--- config.mk ---
export PLATFORM = sky130hd
export DESIGN_NAME = ram_arbiter
export DESIGN_NICKNAME = d
export VERILOG_FILES = /design/src/rtl/ram_arb_pkg.sv /design/src/rtl/ram_arbiter.sv
export SDC_FILE = /design/constraint.sdc
export NUM_CORES = 1
export LEC_CHECK = 0
export CORE_ASPECT_RATIO = 1.2
export CORE_MARGIN = 2
export CORE_UTILIZATION = 52
export CTS_CLUSTER_SIZE = 12
export DETAILED_ROUTE_END_ITERATION = 7
export DONT_BUFFER_PORTS = 1
export PLACE_DENSITY_LB_ADDON = 0.3
export SKIP_CTS_REPAIR_TIMING = 1
export SYNTH_ARGS = -nofsm -noshare
export SYNTH_HDL_FRONTEND = slang
export SYNTH_SLANG_ARGS = --single-unit
--- constraint.sdc ---
create_clock -name clk -period 1.8 [get_ports clk]
set_clock_uncertainty 0.05 [all_clocks]
set_input_delay 0.36 -clock clk [delete_from_list [all_inputs] [get_ports clk]]
set_output_delay 0.36 -clock clk [all_outputs]
set_load 0.01 [all_outputs]
--- src/rtl/ram_arb_pkg.sv ---
`default_nettype none
// ============================================================================
// ram_arb_pkg : arbiter state type, master indices and default burst limit
// Revision    : 1.0
// ============================================================================
package ram_arb_pkg;

  typedef enum logic [1:0] {
    IDLE = 2'd0,
    GNT0 = 2'd1,
    GNT1 = 2'd2
  } arb_state_t;

  localparam logic M0 = 1'b0;
  localparam logic M1 = 1'b1;

  localparam int BURST_MAX_DEFAULT = 8;

endpackage
`default_nettype wire

--- src/rtl/ram_arbiter.sv ---
`default_nettype none
// ============================================================================
// ram_arbiter : two-master arbiter for a single-port-write, async-read RAM,
//               round-robin on ties with a per-grant burst limit
// Revision    : 1.0
// ============================================================================
module ram_arbiter
  import ram_arb_pkg::*;
#(
  parameter int BURST_MAX = BURST_MAX_DEFAULT
) (
  input  logic       clk,
  input  logic       reset,
  input  logic       m0_req,
  input  logic       m1_req,
  input  logic       m0_we,
  input  logic       m1_we,
  input  logic [7:0] m0_addr,
  input  logic [7:0] m1_addr,
  input  logic [7:0] m0_wdata,
  input  logic [7:0] m1_wdata,
  output logic       m0_gnt,
  output logic       m1_gnt,
  output logic       m0_rvalid,
  output logic       m1_rvalid,
  output logic [7:0] m0_rdata,
  output logic [7:0] m1_rdata,
  output logic       ram_write_req,
  output logic [7:0] ram_r_addr,
  output logic [7:0] ram_w_addr,
  output logic [7:0] ram_w_data,
  input  logic [7:0] ram_r_data
);

  localparam logic [4:0] c_burst_max = 5'(BURST_MAX);

  arb_state_t r_state;
  arb_state_t w_state_nxt;
  logic       r_last;
  logic [4:0] r_cnt;
  logic [4:0] w_cnt_nxt;
  logic       r_rvalid0;
  logic       r_rvalid1;
  logic [7:0] r_rdata0;
  logic [7:0] r_rdata1;

  logic       w_xfer0;
  logic       w_xfer1;
  logic       w_rd0;
  logic       w_rd1;
  logic       w_burst_done;
  logic       w_sel_we;
  logic [7:0] w_sel_addr;
  logic [7:0] w_sel_wdata;

  // Reset squashes the transfer so the reset cycle neither writes nor returns data
  assign w_xfer0 = m0_req && (r_state == GNT0) && !reset;
  assign w_xfer1 = m1_req && (r_state == GNT1) && !reset;
  assign w_rd0   = w_xfer0 && !m0_we;
  assign w_rd1   = w_xfer1 && !m1_we;

  assign w_sel_we    = w_xfer1 ? m1_we    : m0_we;
  assign w_sel_addr  = w_xfer1 ? m1_addr  : m0_addr;
  assign w_sel_wdata = w_xfer1 ? m1_wdata : m0_wdata;

  // True when this cycle's transfer uses up the owner's burst allowance
  assign w_burst_done = (r_cnt + 5'd1) >= c_burst_max;

  always_comb begin
    ram_write_req = 1'b0;
    ram_w_addr    = '0;
    ram_w_data    = '0;
    ram_r_addr    = '0;
    if (w_xfer0 || w_xfer1) begin
      if (w_sel_we) begin
        ram_write_req = 1'b1;
        ram_w_addr    = w_sel_addr;
        ram_w_data    = w_sel_wdata;
      end else begin
        ram_r_addr = w_sel_addr;
      end
    end
  end

  always_comb begin
    w_state_nxt = r_state;
    case (r_state)
      IDLE: begin
        if (m0_req && m1_req) w_state_nxt = (r_last == M1) ? GNT0 : GNT1;
        else if (m0_req)      w_state_nxt = GNT0;
        else if (m1_req)      w_state_nxt = GNT1;
      end
      GNT0: begin
        if (!m0_req)                      w_state_nxt = m1_req ? GNT1 : IDLE;
        else if (w_burst_done && m1_req)  w_state_nxt = GNT1;
      end
      GNT1: begin
        if (!m1_req)                      w_state_nxt = m0_req ? GNT0 : IDLE;
        else if (w_burst_done && m0_req)  w_state_nxt = GNT0;
      end
      default: w_state_nxt = IDLE;
    endcase

    w_cnt_nxt = r_cnt;
    if (w_state_nxt != r_state)
      w_cnt_nxt = '0;
    else if ((w_xfer0 || w_xfer1) && (r_cnt < c_burst_max))
      w_cnt_nxt = r_cnt + 5'd1;
  end

  always_ff @(posedge clk) begin
    if (reset) begin
      r_state   <= IDLE;
      r_last    <= M1;
      r_cnt     <= '0;
      r_rvalid0 <= 1'b0;
      r_rvalid1 <= 1'b0;
      r_rdata0  <= '0;
      r_rdata1  <= '0;
    end else begin
      r_state   <= w_state_nxt;
      r_cnt     <= w_cnt_nxt;
      if (w_state_nxt == GNT0 && r_state != GNT0) r_last <= M0;
      if (w_state_nxt == GNT1 && r_state != GNT1) r_last <= M1;
      // Read returns are steered by who issued them, not by the current grant
      r_rvalid0 <= w_rd0;
      r_rvalid1 <= w_rd1;
      if (w_rd0) r_rdata0 <= ram_r_data;
      if (w_rd1) r_rdata1 <= ram_r_data;
    end
  end

  assign m0_gnt    = (r_state == GNT0);
  assign m1_gnt    = (r_state == GNT1);
  assign m0_rvalid = r_rvalid0;
  assign m1_rvalid = r_rvalid1;
  assign m0_rdata  = r_rdata0;
  assign m1_rdata  = r_rdata1;

endmodule
`default_nettype wire

==> results.json <==
{
  "cp_slowest_cell": "and4bb_4",
  "power_leakage_uw": 0.000647,
  "period_needed_ps": 2160,
  "grt_pass1_vias": 1259,
  "grt.overflow.total": 0,
  "synth_top_area_share_pct": 33.8,
  "family_with_the_most_delay_on_the_worst_path": "simple AND/OR/NAND/NOR gates",
  "n_antenna_cell": 0,
  "cellPowerDensity_mw_per_mm2": 622,
  "place.gp.congestion": 0.831,
  "fp.dieW_microns": 53.7,
  "ys_seq_area_share_pct": 33.8,
  "layout-area-overhead-vs-synth_pct": 21.5,
  "tightest_slew_ps": 493,
  "via_count_of_the_routed_design": 1352,
  "top_cells_by_area_in_the_synthesized_netlist": "dfxtp_1 (34%), nand2_1 (8.3%), nand2b_1 (7.3%), mux2i_1 (7.2%), o21ai_0 (6.2%)",
  "max_slew_margin_pct": 67.2,
  "design.die.area_sq_mm": 0.00341,
  "dieHeight_microns": 63.6,
  "final_nets": 246,
  "synth.cell_area_sq_mm": 0.00154,
  "drv_cap": 0,
  "cts-buffers-inserted": 3,
  "wirelength_mm": 3.83,
  "post_drt_wl_per_cell_microns": 16.6,
  "cts_tree": "yes",
  "data_required_time_of_the_worst_path_ps": 1390,
  "max_freq_ghz": 0.464,
  "worstReg2RegStart": "r_cnt[0]$_SDFFE_PP0P_",
  "drive_above_1_share_pct": 27.9,
  "layout.cells.most_common": "nand2_1",
  "timing.final.ws_setup_ps": -355,
  "i_o_pin_cnt": 91,
  "final.setup.tns_ps": -7790,
  "worst-endpoint-arrival_ps": 1750,
  "h-tree-depth": 1,
  "syn_area_per_cell_sq_um": 8.10,
  "critical_path.cell_chain": "and4bb_4 -> nor2_1 -> or2_4 -> buf_12 -> a21oi_4",
  "detail_route.first_pass.iterations": 4,
  "grt_first_pass_wirelength_mm": 5.11,
  "hold-path-endpoint": "r_state[1]$_SDFF_PP0_",
  "route.antenna.remaining_nets": 0,
  "max-vdd-ir-drop_mv": 0.543,
  "min-delay-path-class": "primary input to register",
  "ff2ff_setup_slack_ps": 140,
  "yosys.cell_types.count": 38,
  "topRoutingLayerUsed": "met4",
  "synth_warnings": 0,
  "met1Wirelength_mm": 1.34,
  "finalSetupViolCount": 25,
  "synth_nets": 238,
  "groute.usage.overall_pct": 19.1,
  "hold_violation_count_in_the_final_report": 0,
  "worstReg2RegEnd": "r_state[0]$_SDFF_PP0_",
  "status": "finished with violations",
  "r2r_cells": 5,
  "numClockSinks": 26,
  "failed_checks": "setup timing",
  "startpoint_type": "register",
  "hold-path-cell-count": 1,
  "insertion_delay_ps": 310,
  "dr_wl_met2_mm": 2.07,
  "placement.setup.worst_slack_ps": -41.9,
  "ys_seq_elements": 26,
  "unrepaired_setup_endpoints_after_global_routing": "yes",
  "grt_max_degree": 24,
  "timing.critical_path.to_type": "output pin",
  "layout_worst_path_cycle_share_pct": 120,
  "worst_hold_startpoint": "m0_req",
  "cts_buffer_depth": 2,
  "drt_first_iter_violations": 25,
  "design.core.area_sq_mm": 0.00281,
  "io_buffer_count": 0,
  "synthCells": 190,
  "finalMaxSlewViolations": 0,
  "crit_type": "register to output pin",
  "layout.filler_cells": 224,
  "remaining_drc_errors": 0,
  "critical_path_peak_fanout": 8,
  "most-common-layout-cells": "nand2_1 (34), dfxtp_1 (24), o21ai_0 (19), nand2b_1 (18)",
  "cts_root_buffer": "clkbuf_4",
  "met3_wirelength_microns": 286,
  "hpwl_mm": 2.60,
  "slowest_delay_ps": 380,
  "row_cnt": 21,
  "detail_route.vias_per_cell": 5.85,
  "start_util_pct": 54.7,
  "netlist.top_cell.by_area": "dfxtp_1",
  "grt_antenna_before_repair": 0,
  "clk_pin_slew_ps": 140,
  "cp_num_buf_inv": 1
}
power by group:
group	switching, uW	total [uW]	leakage [uW]	internal, uW
Sequential	13.3	602	0.000211	589
Combinational	88.9	168	0.000408	78.9
Clock	167	392	0.0000279	225
Total	270	1160	0.000647	893
logic make-up (layout without fill, tap and decap cells):
family	count (synthesis)	in the layout	synth area share, %
xor gates and xnor gates	4	4	2.28
DFF	26	26	33.8
and+or+nand+nor	88	88	31.6
AOI/OAI and AO/OA	41	41	16.2
adders and majority gates	2	2	1.63
buffers and inverters	18	25	7.32
muxes	11	11	7.15
synth_stat cells (all sizes together):
master,number
a31oi,3
or3,2
ha,2
dfxtp,26
nor2,25
and2b,1
and3,1
a311oi,1
nand2b,18
nand4bb,1
inv,6
or2,1
mux2i,11
a21oi,9
a32oi,1
clkbuf,2
nand2,34
o211ai,2
nand3,1
xor2,2
o21ai,20
nor2b,2
buf,10
a221oi,2
o22a,1
and4bb,2
a21o,1
xnor2,2
a22o,1
routing by layer:
metal / vias up / GRT usage [%]
li1: 647 / -
met1: 626 / 21.0
met2: 69 / 34.1
met3: 10 / 2.61
met4: 0 / 8.97
met5: - / 0
stage by stage:
stage	hold slack, ps	cell area, sq um	cells	util [%]	total power [uW]
finish	70.4	1870	231	66.5	1160
global route	48.8	1870	231	66.5	1210
CTS	62.2	1670	230	59.4	1140
detailed placement	417	1620	226	57.5	751
global placement	410	1620	226	57.5	745
floorplan	396	1570	190	-	732
worst register-to-register path, stage by stage (launching register included):
cell and delay [ps]:
dfxtp_1 380, ha_1 240, xnor2_1 250, a31oi_4 170, a21o_1 200, a221oi_1 280
worst max path at each step:
stage | start | endpoint | slack (ps) | cells after the start
floorplan | r_state[1]$_SDFF_PP0_ | ram_w_data[3] | -40 | 7
global placement | reset | ram_w_data[4] | -20 | 5
detailed placement | reset | ram_w_data[6] | -40 | 5
CTS | r_state[0]$_SDFF_PP0_ | ram_w_data[6] | -400 | 5
global route | r_state[0]$_SDFF_PP0_ | ram_w_data[4] | -400 | 5
finish | r_state[0]$_SDFF_PP0_ | ram_w_data[0] | -360 | 5
registers in the layout (all words and copies together), names as in the netlist:
| name | count |
|---|---|
| m0_rvalid | 1 |
| r_state | 2 |
| m0_rdata | 8 |
| m1_rvalid | 1 |
| r_cnt | 5 |
| r_last | 1 |
| m1_rdata | 8 |
cell type report:
| cell class | count | area (sq um) | area share, % |
|---|---|---|---|
| multi-input cells | 146 | 1080 | 57.7 |
| flip-flops and latches | 26 | 523 | 28.0 |
| clock buffers | 3 | 22.5 | 1.20 |
| well taps | 34 | 42.5 | 2.28 |
| inverters | 6 | 27.5 | 1.47 |
| repair buffers | 15 | 145 | 7.76 |
| clock inverters | 1 | 30.0 | 1.61 |
Power figures use the tool's default switching activity.
